$ cat src/rtl/seg7_decode_rx.sv
// Seven-segment bus receiver: debounces an active-low segment pattern, decodes it
// to a hex digit and presents it with a valid/ready handshake.
module seg7_decode_rx #(
    parameter int unsigned STABLE_CYCLES = 4
) (
    input  logic       clk,
    input  logic       rst_n,
    input  logic [7:0] seg_i,
    output logic       out_valid,
    input  logic       out_ready,
    output logic [3:0] out_code,
    output logic       out_dp,
    output logic       out_blank,
    output logic       out_err,
    output logic [7:0] err_cnt
);

    localparam logic [7:0] StabMax = 8'(STABLE_CYCLES - 1);

    typedef enum logic [0:0] {StIdle, StHold} state_e;

    state_e     state;
    logic [7:0] seg_q;
    logic [7:0] last_emit;
    logic [7:0] stab_cnt;
    logic       stable;
    logic [3:0] dec_code;
    logic       dec_blank;
    logic       dec_err;

    assign stable = (stab_cnt == StabMax);

    always_comb begin
        dec_code  = 4'h0;
        dec_blank = 1'b0;
        dec_err   = 1'b0;
        case (seg_q[7:1])
            7'h01:   dec_code = 4'h0;
            7'h4F:   dec_code = 4'h1;
            7'h12:   dec_code = 4'h2;
            7'h06:   dec_code = 4'h3;
            7'h4C:   dec_code = 4'h4;
            7'h24:   dec_code = 4'h5;
            7'h20:   dec_code = 4'h6;
            7'h0F:   dec_code = 4'h7;
            7'h00:   dec_code = 4'h8;
            7'h04:   dec_code = 4'h9;
            7'h08:   dec_code = 4'hA;
            7'h60:   dec_code = 4'hB;
            7'h31:   dec_code = 4'hC;
            7'h42:   dec_code = 4'hD;
            7'h30:   dec_code = 4'hE;
            7'h38:   dec_code = 4'hF;
            7'h7F:   dec_blank = 1'b1;
            default: dec_err = 1'b1;
        endcase
    end

    always_ff @(posedge clk or negedge rst_n) begin
        if (!rst_n) begin
            seg_q     <= 8'hFF;
            last_emit <= 8'hFF;
            stab_cnt  <= 8'h00;
            state     <= StIdle;
            out_valid <= 1'b0;
            out_code  <= 4'h0;
            out_dp    <= 1'b0;
            out_blank <= 1'b0;
            out_err   <= 1'b0;
            err_cnt   <= 8'h00;
        end else begin
            seg_q <= seg_i;
            // Filter keeps running in both states so a new pattern can be ready at handshake.
            if (seg_i != seg_q) begin
                stab_cnt <= 8'h00;
            end else if (stab_cnt != StabMax) begin
                stab_cnt <= stab_cnt + 8'h01;
            end

            case (state)
                StIdle: begin
                    if (stable && (seg_q != last_emit)) begin
                        state     <= StHold;
                        out_valid <= 1'b1;
                        out_code  <= dec_code;
                        out_dp    <= ~seg_q[0];
                        out_blank <= dec_blank;
                        out_err   <= dec_err;
                        last_emit <= seg_q;
                        if (dec_err && (err_cnt != 8'hFF)) begin
                            err_cnt <= err_cnt + 8'h01;
                        end
                    end
                end
                StHold: begin
                    if (out_ready) begin
                        state     <= StIdle;
                        out_valid <= 1'b0;
                    end
                end
                default: begin
                    state     <= StIdle;
                    out_valid <= 1'b0;
                end
            endcase
        end
    end

endmodule

$ cat config.mk
export PLATFORM = sky130hd
export DESIGN_NAME = seg7_decode_rx
export DESIGN_NICKNAME = d
export VERILOG_FILES = /design/src/rtl/seg7_decode_rx.sv
export SDC_FILE = /design/constraint.sdc
export NUM_CORES = 1
export LEC_CHECK = 0
export CORE_MARGIN = 2
export CORE_UTILIZATION = 59
export CTS_CLUSTER_SIZE = 25
export DETAILED_ROUTE_END_ITERATION = 8
export HOLD_SLACK_MARGIN = 0.05
export MAX_ROUTING_LAYER = met4
export PLACE_DENSITY = 0.84
export RECOVER_POWER = 50
export SETUP_SLACK_MARGIN = 0.02
export SYNTH_ARGS = -nofsm -noshare
export SYNTH_HDL_FRONTEND = slang
export SYNTH_SLANG_ARGS = --single-unit
$ cat constraint.sdc
create_clock -name clk -period 5.72 [get_ports clk]
set_clock_uncertainty 0.05 [all_clocks]
set_input_delay 0.858 -clock clk [delete_from_list [all_inputs] [get_ports clk]]
set_output_delay 0.858 -clock clk [all_outputs]
set_load 0.05 [all_outputs]
### Word level (Yosys, flattened, before mapping)

Cells that the tools add are included.

| word-level totals | value |
|---|---|
| register bits | 41 |
| bits in latches | 0 |
| memory bits (writable) | 0 |
| memory bits (read-only) | 0 |
| input port bits | 11 |
| word-level logic and storage cells | 56 |
| memories | 0 |

| operators by class | value |
|---|---|
| $add $sub $neg | 2 |
| $mul | 0 |
| divide/modulo/power cells | 0 |
| $lt $le $gt $ge | 0 |
| equal/unequal tests | 23 |
| shifts and indexed selects | 0 |
| mux-type cells | 11 |
| bitwise operators | 2 |
| reduce and logical (&&, ||, !) cells | 8 |

Operators with widths:

| kind | count |
|---|---|
| $pmux 4 s15 | 1 |
| $eq 7x6->1 const B | 5 |
| $eq 7x7->1 const B | 5 |
| $reduce_or 17->1 | 1 |
| $add 8x1->8 const B | 2 |
| $mux 8 | 2 |
| $ne 8x8->1 | 2 |
| $eq 7x3->1 const B | 2 |
| $eq 7x4->1 const B | 2 |
| $eq 8x2->1 const B | 1 |
| $ne 8x2->1 const B | 1 |
| $ne 8x8->1 const B | 1 |
| $eq 7x1->1 const B | 1 |
| $eq 7x5->1 const B | 1 |
| $logic_not 7->1 | 1 |
| $mux 1 | 6 |
| $ne 2x2->1 const B | 2 |
| $pmux 1 s2 | 2 |
| $reduce_and 2->1 | 2 |
| $reduce_and 3->1 | 1 |
| $logic_and 1x1->1 | 2 |
| $not 1->1 | 2 |
| $reduce_bool 2->1 | 1 |

### Logic depth before layout (Yosys ltp)

| logic depth | value |
|---|---|
| depth in word-level cells | 5 |
| depth in mapped cells | 8 |

### Worst setup path after synthesis

OpenSTA, ideal clock, no wires.

| timing path | value |
|---|---|
| path type | reg2reg |
| from | reg seg_q[2] |
| to | reg err_cnt[1] |
| setup time | 125 ps |
| arrival time | 1,949 ps |
| setup slack | 3,596 ps |
| cell stages (with the launch flop) | 7 |
| buffers on the path | 0 |
| period minus slack after synthesis | 2,124 ps |
| path through | dfstp_2 or3b_1 or4_4 nand3_2 nor4_4 nand2_4 mux2_4 |

| on the way | value |
|---|---|
| word-level cells in the longest chain between the ends | 5 |
| elaborated cells between the ends (all ways) | 23 |
| those cells by class | eq/ne: 17; mux: 1; reduce/logical: 5 |

RTL lines:

| element | RTL line | source |
|---|---|---|
| from (decl) | 23 | `logic [7:0] seg_q;` |
| from (signal assigned) | 72 | `seg_q <= seg_i;` |
| $eq 7x7->1, or another cell as far along | 37 | `case (seg_q[7:1])` |
| $reduce_or 17->1 (no line) | -- |  |
| $mux 1 | 37 |  |
| $logic_and 1x1->1 | 90 | `if (dec_err && (err_cnt != 8'hFF)) begin` |
| $reduce_and 3->1 (no line) (*) | -- |  |
| to (signal assigned) | 91 | `err_cnt <= err_cnt + 8'h01;` |
| to (decl) | 15 | `output logic [7:0] err_cnt` |

Mark *: on every way between the ends. The rest lies on a longest branch, timed or not.
A chain may end at the register's enable or synchronous reset.

### Final worst setup path

| timing path | value |
|---|---|
| from | reg seg_q[7] |
| to | reg err_cnt[1] |

The elaborated chain is that of the path after synthesis.

==> flow_summary.yaml <==
setup_path:
  required_ps: 5860
  end_kind: "flop"
  start_kind: "flop"
  cp_max_fo: 25
  path_cells: "xor2_1 -> nor4_1 -> a211o_1 -> a31oi_4 -> nand2_4 -> mux2_4"
  rrSetupSlack_ps: 3110
  max_stage_delay_ps: 760
  path_class: "flop to flop"
  worstPathArrival_ps: 2740
  cp_slowest_cell: "dfstp_2"
finish:
  nets: 244
  antenna_cells: 0
  layout_common_cells: "25 x dfrtp_1, 20 x xor2_1, 17 x nand2_1, 17 x clkdlybuf4s50_1"
  syn_to_final_growth_pct: 14.49
  final_common_cell: "dfrtp_1"
  layout-drive-gt1-share_pct: 18.10
grt:
  antenna_found_initial: 0
  track_usage_pct: 21.82
  overflow: 0
  grt_pass1_vias: 1468
  grt_pass1_wl_um: 6962
  grt_max_degree: 42
synth:
  synthArstFlopShare_pct: 100.0
  synthFlopType: "dfrtp_1"
  syn-cell-area_mm2: 0.002236
  ys_seq_elements: 41
  ys_seq_area_share_pct: 46.78
  avgSynthCellArea_um2: 10.60
  synth-edff-count: 0
  synthDistinctLibCells: 49
  ys.warnings.count: 0
  syn_inst: 211
  syn_nets: 224
sta:
  finalCriticalPeriod_ps: 2606
  fin_setup_tns_ps: 0
  slew_violations: 42
  fin_hold_ws_ps: 432.0
  worst_pin_slew_ps: 2048
  setup_viol: 0
  fin_crit_sh_pct: 45.56
  rsz0062_at_grt: "false"
  hold_viol: 0
  slew_headroom_pct: -36.56
  fmax_mhz: 383.7
pwr:
  swShare_pct: 25.31
  p_switching_mw: 0.1353
  p_leak_nw: 1.110
  comb_power_share_pct: 7.1
  pwr-share-clk_pct: 35.2
  internal-power_mw: 0.3993
  p_seq_share_pct: 57.7
  ir_worst_vdd_mv: 0.2240
  power_density_mw_per_mm2: 208.8
  power.total_mw: 0.5346
detailed_routing:
  routed_via_density: 5.664
  wl_per_cell_um: 14.15
  first_pass_iters: 4
  drc: 0
  drt_iter0_drc: 61
  drt-total-wl_um: 3963
  antenna_left: 0
  vias: 1586
place:
  gp_congestion: 0.9115
  hpwl_um: 2679
  numPortBuffers: 26
run_status:
  violations: "max-capacitance violations, max-slew violations"
  status: "complete, but fails checks"
cts:
  path_clk_slew_ps: 80
  clockBufferDepth: 2
  cts_tree: "yes"
  clkSinkCount: 41
  hold_buffers: 0
  cts_buffers: 5
  worstSkewPairLatency_ps: 290
  clk_root_buffer_cell: "clkbuf_8"
  htree_num_levels: 2
  cts_resized: 0
  cts_setup_buffers: 0
floorplanning:
  die_height_um: 65.56
  ios: 27
  die_w_um: 65.56
  initial_core_util_pct: 61.07
  rows: 22
  core_mm2: 0.003661
  die_area_mm2: 0.004298
hold_path:
  hold_class: "flop to flop"
run:
  drv_cap: 1
layer usage:
metal | up-vias | global-route usage, % | wire length (um)
met5 | - | - | 0
met3 | 6 | 4.452 | 144
met2 | 36 | 29.72 | 1781
met1 | 766 | 31.87 | 1973
li1 | 778 | - | -
met4 | 0 | 8.854 | 63
cell type report:
type / count / area (um^2)
clock buffer: 5 / 68.82
clock inverter: 3 / 21.27
fill: 281 / 1101
inverter: 4 / 15.01
multi-input combinational: 153 / 1095
sequential: 41 / 1046
tap: 48 / 60.06
timing repair buffer: 26 / 254.0
critical path, delay by kind of cell, from the launching register on:
kind / cells / cell delay [ps]
AOI/OAI and AO/OA: 2 / 860
xor gates and xnor gates: 1 / 120
DFF: 1 / 760
muxes: 1 / 290
and+or+nand+nor: 2 / 410
final timing paths:
kind / from / to / cells past startpoint
max: seg_q[7]$_DFF_PN1_ / err_cnt[1]$_DFFE_PN0P_ / 6
min: out_valid$_DFFE_PN0P_ / out_valid$_DFFE_PN0P_ / 2
max reg2reg: seg_q[7]$_DFF_PN1_ / err_cnt[1]$_DFFE_PN0P_ / 6
min reg2reg: out_valid$_DFFE_PN0P_ / out_valid$_DFFE_PN0P_ / 2
max in group asynchronous: rst_n / state$_DFF_PN0_ / 1
min in group asynchronous: rst_n / err_cnt[0]$_DFFE_PN0P_ / 1
power groups by stage:
stage               sequential [mW]  clock [mW]  combinational (mW)
global placement              0.313           0              0.0385
CTS                           0.308       0.193              0.0395
global route                  0.310       0.209              0.0427
finish                        0.309       0.188              0.0377
floorplan                     0.305           0              0.0296
detailed placement            0.313           0              0.0392
per-stage QoR:
stage               util [%]  area [um^2]  setup slack [ps]  cells
global placement       67.50         2471              3191    272
detailed placement     67.50         2471              3143    272
finish                 69.92         2560              3114    280
global route           69.92         2560              2866    280
CTS                    69.96         2561              3141    280
floorplan                  -         2236              3596    211
cells in the mapped netlist, types with 2 or more instances:
| master | number | area [um^2] |
|---|---|---|
| dfrtp_1 | 25 | 625.6 |
| xor2_1 | 20 | 175.2 |
| nand2_1 | 17 | 63.81 |
| dfstp_2 | 16 | 420.4 |
| nor2_1 | 16 | 60.06 |
| nand3_1 | 10 | 50.05 |
| mux2_2 | 9 | 101.4 |
| xnor2_1 | 9 | 78.83 |
| and3_1 | 8 | 50.05 |
| o21ai_0 | 8 | 40.04 |
| buf_2 | 7 | 35.03 |
| nor3_1 | 6 | 30.03 |
| nor4_1 | 5 | 31.28 |
| a21oi_1 | 4 | 20.02 |
| inv_1 | 4 | 15.01 |
| a211oi_1 | 3 | 22.52 |
| a31oi_1 | 3 | 18.77 |
| and3b_1 | 2 | 17.52 |
| and4b_1 | 2 | 20.02 |
| buf_4 | 2 | 15.01 |
| buf_6 | 2 | 22.52 |
| ha_1 | 2 | 25.02 |
| nand2b_1 | 2 | 12.51 |
| nor2b_1 | 2 | 12.51 |
| nor3b_1 | 2 | 15.01 |
| or3_1 | 2 | 12.51 |
flip-flops by register name, indices dropped and copies added, names as in the netlist, 4 cells and up:
name and count:
stab_cnt 8, err_cnt 8, out_code 4, seg_q 8
last_emit 8
cell families (layout without fill, tap and decap cells):
family	count (synthesis)	in the layout	synth area share (%)
and+or+nand+nor	83	83	21.88
DFF	41	41	46.78
xor gates and xnor gates	29	29	11.36
AOI/OAI and AO/OA	27	27	8.450
buffers and inverters	17	38	4.252
muxes	12	12	6.155
adders and majority gates	2	2	1.119
Note: power is estimated with default switching activity, not from simulation.
